<file path="src/rtl/fetch_unit.sv">
// fetch_unit: instruction fetch FSM feeding a DEPTH-entry FIFO instruction queue for decode.
// Defining FETCH_PERF_EN adds a saturating redirect counter on redirect_count.
module fetch_unit #(
  parameter int          DEPTH    = 4,
  parameter logic [15:0] RESET_PC = 16'h0000
) (
  input  logic        clk,
  input  logic        reset_n,
  output logic        imem_read,
  output logic [15:0] imem_address,
  input  logic        imem_resp,
  input  logic [15:0] imem_rdata,
  input  logic        redirect,
  input  logic [15:0] redirect_pc,
  output logic        ir_valid,
  input  logic        ir_ready,
  output logic [15:0] ir,
  output logic [3:0]  opcode,
  output logic [15:0] ir_pc,
  output logic [15:0] redirect_count
);

  localparam int PTR_W = (DEPTH > 1) ? $clog2(DEPTH) : 1;
  localparam int CNT_W = $clog2(DEPTH + 1);
  localparam logic [CNT_W-1:0] FULL = CNT_W'(DEPTH);

  typedef enum logic [1:0] {FETCH_IDLE, FETCH_REQ, FETCH_DISCARD} fetch_state_e;

  typedef struct packed {
    logic [15:0] word;
    logic [15:0] pc;
  } entry_t;

  fetch_state_e     state;
  logic [15:0]      fetch_pc;
  logic [15:0]      target_pc;
  entry_t           mem [DEPTH];
  logic [PTR_W-1:0] rd_ptr, wr_ptr, head_n;
  logic [CNT_W-1:0] count, remain, count_n;
  logic             push, pop;
  entry_t           push_entry;

  // Redirect outranks both queue operations, so neither push nor pop fires with it.
  assign push       = (state == FETCH_REQ) && imem_resp && !redirect;
  assign pop        = ir_valid && ir_ready && !redirect;
  assign remain     = count - CNT_W'(pop);
  assign count_n    = remain + CNT_W'(push);
  assign head_n     = rd_ptr + PTR_W'(pop);
  assign target_pc  = redirect_pc & 16'hFFFE;
  assign push_entry = '{word: imem_rdata, pc: fetch_pc + 16'd2};
  assign opcode     = ir[15:12];

  // NOTE: sequential state uses non-blocking (<=) so every register samples pre-edge values.
  always_ff @(posedge clk or negedge reset_n) begin
    if (!reset_n) begin
      state        <= FETCH_IDLE;
      fetch_pc     <= RESET_PC;
      imem_read    <= 1'b0;
      imem_address <= RESET_PC;
    end else begin
      unique case (state)
        FETCH_IDLE: begin
          if (redirect) begin
            fetch_pc <= target_pc;
          end else if (count < FULL) begin
            state        <= FETCH_REQ;
            imem_read    <= 1'b1;
            imem_address <= fetch_pc;
          end
        end
        FETCH_REQ: begin
          if (redirect) begin
            fetch_pc <= target_pc;
            if (imem_resp) begin
              state     <= FETCH_IDLE;
              imem_read <= 1'b0;
            end else begin
              state <= FETCH_DISCARD;
            end
          end else if (imem_resp) begin
            fetch_pc  <= fetch_pc + 16'd2;
            state     <= FETCH_IDLE;
            imem_read <= 1'b0;
          end
        end
        FETCH_DISCARD: begin
          // The in-flight read must still complete; its data is thrown away.
          if (redirect) fetch_pc <= target_pc;
          if (imem_resp) begin
            state     <= FETCH_IDLE;
            imem_read <= 1'b0;
          end
        end
        default: begin
          state     <= FETCH_IDLE;
          imem_read <= 1'b0;
        end
      endcase
    end
  end

  // NOTE: queue storage has no reset; only entries below count are ever read.
  always_ff @(posedge clk) begin
    if (push) mem[wr_ptr] <= push_entry;
  end

  // Head registers are loaded with the post-edge head, so ir never bypasses imem_rdata combinationally.
  always_ff @(posedge clk or negedge reset_n) begin
    if (!reset_n) begin
      rd_ptr   <= '0;
      wr_ptr   <= '0;
      count    <= '0;
      ir_valid <= 1'b0;
      ir       <= 16'h0000;
      ir_pc    <= 16'h0000;
    end else if (redirect) begin
      rd_ptr   <= '0;
      wr_ptr   <= '0;
      count    <= '0;
      ir_valid <= 1'b0;
    end else begin
      if (push) wr_ptr <= wr_ptr + PTR_W'(1);
      rd_ptr   <= head_n;
      count    <= count_n;
      ir_valid <= (count_n != '0);
      if (remain == '0 && push) begin
        ir    <= push_entry.word;
        ir_pc <= push_entry.pc;
      end else if (remain != '0) begin
        ir    <= mem[head_n].word;
        ir_pc <= mem[head_n].pc;
      end
    end
  end

`ifdef FETCH_PERF_EN
  always_ff @(posedge clk or negedge reset_n) begin
    if (!reset_n)
      redirect_count <= 16'h0000;
    else if (redirect && redirect_count != 16'hFFFF)
      redirect_count <= redirect_count + 16'd1;
  end
`else
  assign redirect_count = 16'h0000;
`endif

endmodule

</file>
<file path="config.mk">
export PLATFORM = sky130hd
export DESIGN_NAME = fetch_unit
export DESIGN_NICKNAME = d
export VERILOG_FILES = /design/src/rtl/fetch_unit.sv
export SDC_FILE = /design/constraint.sdc
export NUM_CORES = 1
export LEC_CHECK = 0
export ABC_AREA = 1
export BUFFER_PORTS_ARGS = -buffer_cell sky130_fd_sc_hd__buf_2
export CAP_MARGIN = 20
export CORE_MARGIN = 2
export CORE_UTILIZATION = 50
export CTS_BUF_LIST = sky130_fd_sc_hd__clkbuf_16
export DETAILED_ROUTE_END_ITERATION = 16
export GPL_ROUTABILITY_DRIVEN = 0
export PLACE_DENSITY = 0.76
export REMOVE_ABC_BUFFERS = 1
export SLEW_MARGIN = 5
export SYNTH_ARGS = -nofsm -noshare
export SYNTH_HDL_FRONTEND = slang
export SYNTH_SLANG_ARGS = --single-unit
</file>
<file path="constraint.sdc">
create_clock -name clk -period 3.7 [get_ports clk]
set_input_delay 0.185 -clock clk [delete_from_list [all_inputs] [get_ports clk]]
set_output_delay 0.185 -clock clk [all_outputs]
set_load 0.005 [all_outputs]
</file>
-- Yosys cells after proc, flatten, opt, wreduce, memory -nomap -nowiden
Memory sizes are Yosys's and may differ from the RTL's.
Cells that the tools add are included.
W data, S select, Z words.
- $add $sub $neg: 5
- mux-type cells: 25
- bitwise operators: 1
- magnitude comparators: 1
- reduce and logical (&&, ||, !) cells: 20
- eq/ne operators: 7
- operator list (kind ; number):
    $mux W16 ; 7
    $pmux W16 S2 ; 1
    $add A16 B2 Y16 const B ; 1
    $mux W2 ; 8
    $reduce_and A3 Y1 ; 3
    $mux W1 ; 6
    $pmux W2 S3 ; 1
    $reduce_bool A2 Y1 ; 3
    $reduce_bool A3 Y1 ; 2
    $logic_and A1 B1 Y1 ; 5
    $ne A2 B1 Y1 const B ; 2
    $ne A2 B2 Y1 const B ; 2
    $reduce_and A2 Y1 ; 2
    $reduce_or A2 Y1 ; 2
    $add A3 B1 Y3 ; 1
    $logic_not A3 Y1 ; 1
    $lt A3 B3 Y1 const B ; 1
    $mux W3 ; 1
    $ne A3 B3 Y1 const B ; 1
    $sub A3 B1 Y3 ; 1
    $add A2 B1 Y2 ; 1
    $add A2 B1 Y2 const B ; 1
    $eq A2 B1 Y1 const B ; 1
    $eq A2 B2 Y1 const B ; 1
    other kinds (4) ; 4
- input bits: 37
- memory bits (writable): 128
- memories: 1
- bits in registers: 75
- memory list (name ; words ; width ; rd ports ; clocked after Yosys merged registers in ; write ports ; line ; text):
    mem ; 4 ; 32 ; 1 ; 0 ; 1 ; 37 ; entry_t mem [DEPTH];

-- Logic depth before layout (Yosys ltp)
- depth in word-level cells: 7
- mapped depth: 14
- gate-level depth less buffers: 13

-- Worst setup path after synthesis
Ideal clock, no wire load.
- path type: register to register
- from: register state[1]
- to: memory mem[0][10] in the netlist's numbering, enable pin
- stages on the path, launching flop included: 7
- slack: 1.016 ns
- library setup time: 0.419 ns
- arrival: 2.265 ns
- period minus slack after synthesis: 2.684 ns
- buffers on the path: 0
- cell sequence: dfrtp_1 -> inv_1 -> ha_1 -> nand2_1 -> nor2_4 -> inv_2 -> nor2_1
- cells in the longest elaborated chain, start to end: 5
- ends and longest elaborated chain (what ; line ; text):
    start, declared ; 34 ; fetch_state_e state;
    start signal, assigned ; 56 ; state <= FETCH_IDLE;
    start signal, assigned ; 66 ; state <= FETCH_REQ;
    start signal, assigned ; 75 ; state <= FETCH_IDLE;
    $eq A2 B1 Y1 ; 44 ; assign push = (state == FETCH_REQ) && imem_resp && !redirect;
    $logic_and A1 B1 Y1 (2 in a row) ; 44 ;
    $mux W1 ; 104 ; if (push) mem[wr_ptr] <= push_entry;
    $mux W1 (implied by the code) ; 104 ;
    end, declared ; 37 ;
No other way between the ends.

-- Final worst setup path
- from: register ir_valid
- to: register ir_pc[5]
- cells in the longest elaborated chain, start to end: 7
- ends and longest elaborated chain (what ; line ; text):
    start, declared ; 15 ; output logic ir_valid,
    start signal, assigned ; 125 ; ir_valid <= (count_n != '0);
    $logic_and A1 B1 Y1 (*) (2 in a row) ; 45 ; assign pop = ir_valid && ir_ready && !redirect;
    $sub A3 B1 Y3 ; 46 ; assign remain = count - CNT_W'(pop);
    $logic_not A3 Y1 ; 126 ; if (remain == '0 && push) begin
    $logic_and A1 B1 Y1 ; 126 ;
    $reduce_bool A2 Y1 (no line) ; -- ;
    $reduce_and A2 Y1 (no line) ; -- ;
    end signal, assigned ; 128 ; ir_pc <= push_entry.pc;
    end signal, assigned ; 131 ; ir_pc <= mem[head_n].pc;
    end, declared ; 19 ; output logic [15:0] ir_pc,
Every way passes the cells marked *; elsewhere a longest branch is shown, timed or not. The select of a mux whose other input is x is not followed.
A chain may end at the register's enable or synchronous reset.

==> flow_summary.yaml <==
route:
  first_iter_violations: 458
  wirelength_mm: 19.5
  vias: 6689
  drc: 0
  ant_nets: 0
  wl_per_cell_um: 15.3
  vias_per_cell: 5.25
  drt-pass1-iter-count: 5
setup_path:
  cp_common_cell: "nor2_1"
  critPathKind: "flop to flop"
  required_ns: 4.02
  max_stage_delay_ns: 0.50
  crit_arrival_ns: 2.71
  crit_chain: "nand3_2, nor2_1, ha_1, nand2_1, inv_1, nor2_1, nor2_1, nand3_1, nand2_2, buf_12, nor2_1, nand2_1, nand2_1"
  cp_slowest_cell: "nand2_2"
  startpoint_type: "flop"
  end_kind: "flop"
  critPathMaxFanout: 36
synth:
  synth_edf_count: 124
  synth_area_leaders: "edfxtp_1 41%, dfrtp_1 20%, nand2_1 14%"
  synthArstFlopShare: 0.367
  synth_seq_cells: 196
  netlist_instances: 950
  ys_seq_area_frac: 0.615
  synthFlopType: "edfxtp_1"
  netlist.area_leader.share: 0.415
  ys_warn_count: 0
  synth_area_per_cell_sq_um: 9.45
  synth.distinct_cells: 34
  synth_top_cell_by_area: "edfxtp_1"
  syn-cell-area_sq_um: 8980
floorplanning:
  die_y_um: 138
  die_area_sq_um: 19000
  die_w_um: 138
  core_sq_um: 17800
  io_pins: 107
  rows: 49
  start_util: 0.505
placed_design:
  hpwl_mm: 11.7
  dp.cells: 1225
  port_buffers: 87
sta:
  hold_viol: 0
  tightest_slew_ns: 1.04
  finalSetupTns_ns: 0
  rsz0062_at_grt: "false"
  slew_headroom: 0.304
  skew_ns: 0.0115
  max_freq_mhz: 419
  period_share: 0.645
  period_minus_slack_ns: 2.39
  setup_viol: 0
  slew_viol_final: 0
hold_path:
  hold_class: "primary input to flop"
clock_tree:
  numCtsBuffers: 17
  root_buffer: "clkbuf_16"
  clockBufferDepth: 2
  h-tree-depth: 4
  clock-sinks: 196
  cts.clk_slew.worst_paths_ns: 0.06
  insertion_delay_ns: 0.44
  cts_tree: "yes"
global_route:
  first_global_vias: 6297
  gr-total-overflow: 0
  grt_pass1_wl_mm: 31.7
  grt_max_degree: 73
  antenna_found_initial: 0
  grtUsageTotal: 0.209
power_and_ir_drop:
  vdd_drop_max_v: 0.000489
  total_leakage_power_nw: 4.70
  total_power_mw: 6.99
  p_per_area_nw_per_um2: 684
cells_and_area:
  fin_nets: 1081
  nFillCells: 1513
  instances_no_fill: 1273
  area_delta_synth_final_pct: 13.8
  drive_above_1_share: 0.132
  diodes: 0
  final_util: 0.575
flow_run:
  drv_cap: 0
run_status:
  outcome: "completed"
-- cells by family (layout without fill, tap and decap cells) --
group	count (synthesis)	in the layout	share of synthesized area
buffers and inverters	117	194	0.0662
XOR/XNOR	7	7	0.00683
adder cells (fa/ha/maj)	12	12	0.0167
AO/OA/AOI/OAI	56	56	0.0353
flip-flops	196	196	0.615
other	1	18	0.000418
multiplexers	1	1	0.00125
AND/OR/NAND/NOR	560	560	0.258
-- worst max-delay path: cells and delay by family (launching register included) --
family / cells / cell delay (ns)
flops: 1 / 0.39
simple gates: 10 / 1.38
fa+ha+maj: 1 / 0.17
buf+inv: 2 / 0.34
-- cell type report --
class                           instances  area [sq um]  share of cell area
Sequential cell                       196          5530               0.541
Multi-Input combinational cell        654          2960               0.289
Timing Repair Buffer                  114           708              0.0693
Clock buffer                           17           425              0.0416
Tap cell                              229           287              0.0280
Inverter                               49           184              0.0180
Clock inverter                         14           135              0.0132
-- report_power, final --
part | leakage (nW) | internal (mW) | switching (mW)
Combinational | 2.39 | 0.734 | 1.35
Clock | 0.294 | 1.03 | 0.744
Sequential | 2.02 | 2.87 | 0.264
-- metrics by stage --
stage                     setup WS (ns)  area (sq um)  hold slack [ns]
after CTS                          1.30         10200          0.00296
after global placement             1.21          9490            0.398
after global routing               1.10         10200           0.0400
after floorplan                   0.704          8630           -0.111
final                              1.31         10200           0.0295
after detailed placement           1.14          9490            0.403
-- path summary, 6_finish.rpt --
kind                                           start                      endpoint  slack, ns  cells past startpoint
worst max-delay path              ir_valid$_DFF_PN0_          ir_pc[5]$_DFFE_PN0P_       1.31                     13
max in group asynchronous                    reset_n  imem_address[13]$_DFFE_PN0P_       2.62                      2
worst max register to register    ir_valid$_DFF_PN0_          ir_pc[5]$_DFFE_PN0P_       1.31                     13
worst min register to register  ir_pc[6]$_DFFE_PN0P_          ir_pc[6]$_DFFE_PN0P_       0.47                      2
min in group asynchronous                    reset_n             ir[4]$_DFFE_PN0P_       0.45                      2
worst min-delay path                  redirect_pc[2]       fetch_pc[2]$_DFFE_PN0P_       0.03                      3
-- cells in the mapped netlist (2+ instances only) --
| cell | n |
|---|---|
| nand2_2 | 7 |
| clkbuf_2 | 2 |
| inv_1 | 47 |
| inv_2 | 2 |
| nand3_1 | 105 |
| clkbuf_1 | 6 |
| a21oi_1 | 7 |
| o22ai_1 | 12 |
| buf_4 | 26 |
| buf_6 | 2 |
| edfxtp_1 | 124 |
| xor2_1 | 6 |
| o21ai_0 | 31 |
| dfrtp_1 | 72 |
| nand2_1 | 326 |
| buf_2 | 32 |
| nand4_1 | 7 |
| nand3b_1 | 6 |
| ha_1 | 12 |
| nor2_1 | 103 |
| nand3_2 | 2 |
-- metal layers --
metal	up-vias	track usage	share of wire
met5	-	0	0
met1	3155	0.282	0.43
li1	3257	-	-
met3	33	0.0461	0.068
met4	0	0.0655	0.016
met2	244	0.340	0.48
-- sequential cells by signal, summed over array words and instances (netlist names) --
register and count:
mem 124, ir 16, fetch_pc 15, imem_address 15
ir_pc 15, count 3, rd_ptr 2, state 2
wr_ptr 2, imem_read 1, ir_valid 1
-- repair_timing --
| action | in CTS | in global routing |
|---|---|---|
| buffers inserted | 0 | 0 |
| hold buffers | 16 | 1 |
| gates resized for setup | 0 | 0 |
| endpoints found under the hold margin | 132 | 4 |
-- cells in the final DEF, fill, tap and decap left out, drive strengths merged --
cell type,synthesis,final
xnor2,1,1
a21oi,7,7
xor2,6,6
nand2,333,333
nor2,105,105
nand3,107,107
clkinv,0,3
ha,12,12
dfrtp,72,72
a22o,1,1
clkinvlp,0,1
nand3b,6,6
a31oi,1,1
o21ai,31,31
o22ai,12,12
mux2,1,1
nand4,7,7
o31ai,1,1
nor3,1,1
o211ai,2,2
conb,1,18
nor4,1,1
edfxtp,124,124
dlygate4sd3,0,17
inv,49,56
clkbuf,8,17
bufinv,0,3
a221oi,1,1
buf,60,97
No activity file was read; power rests on OpenSTA's default activity.
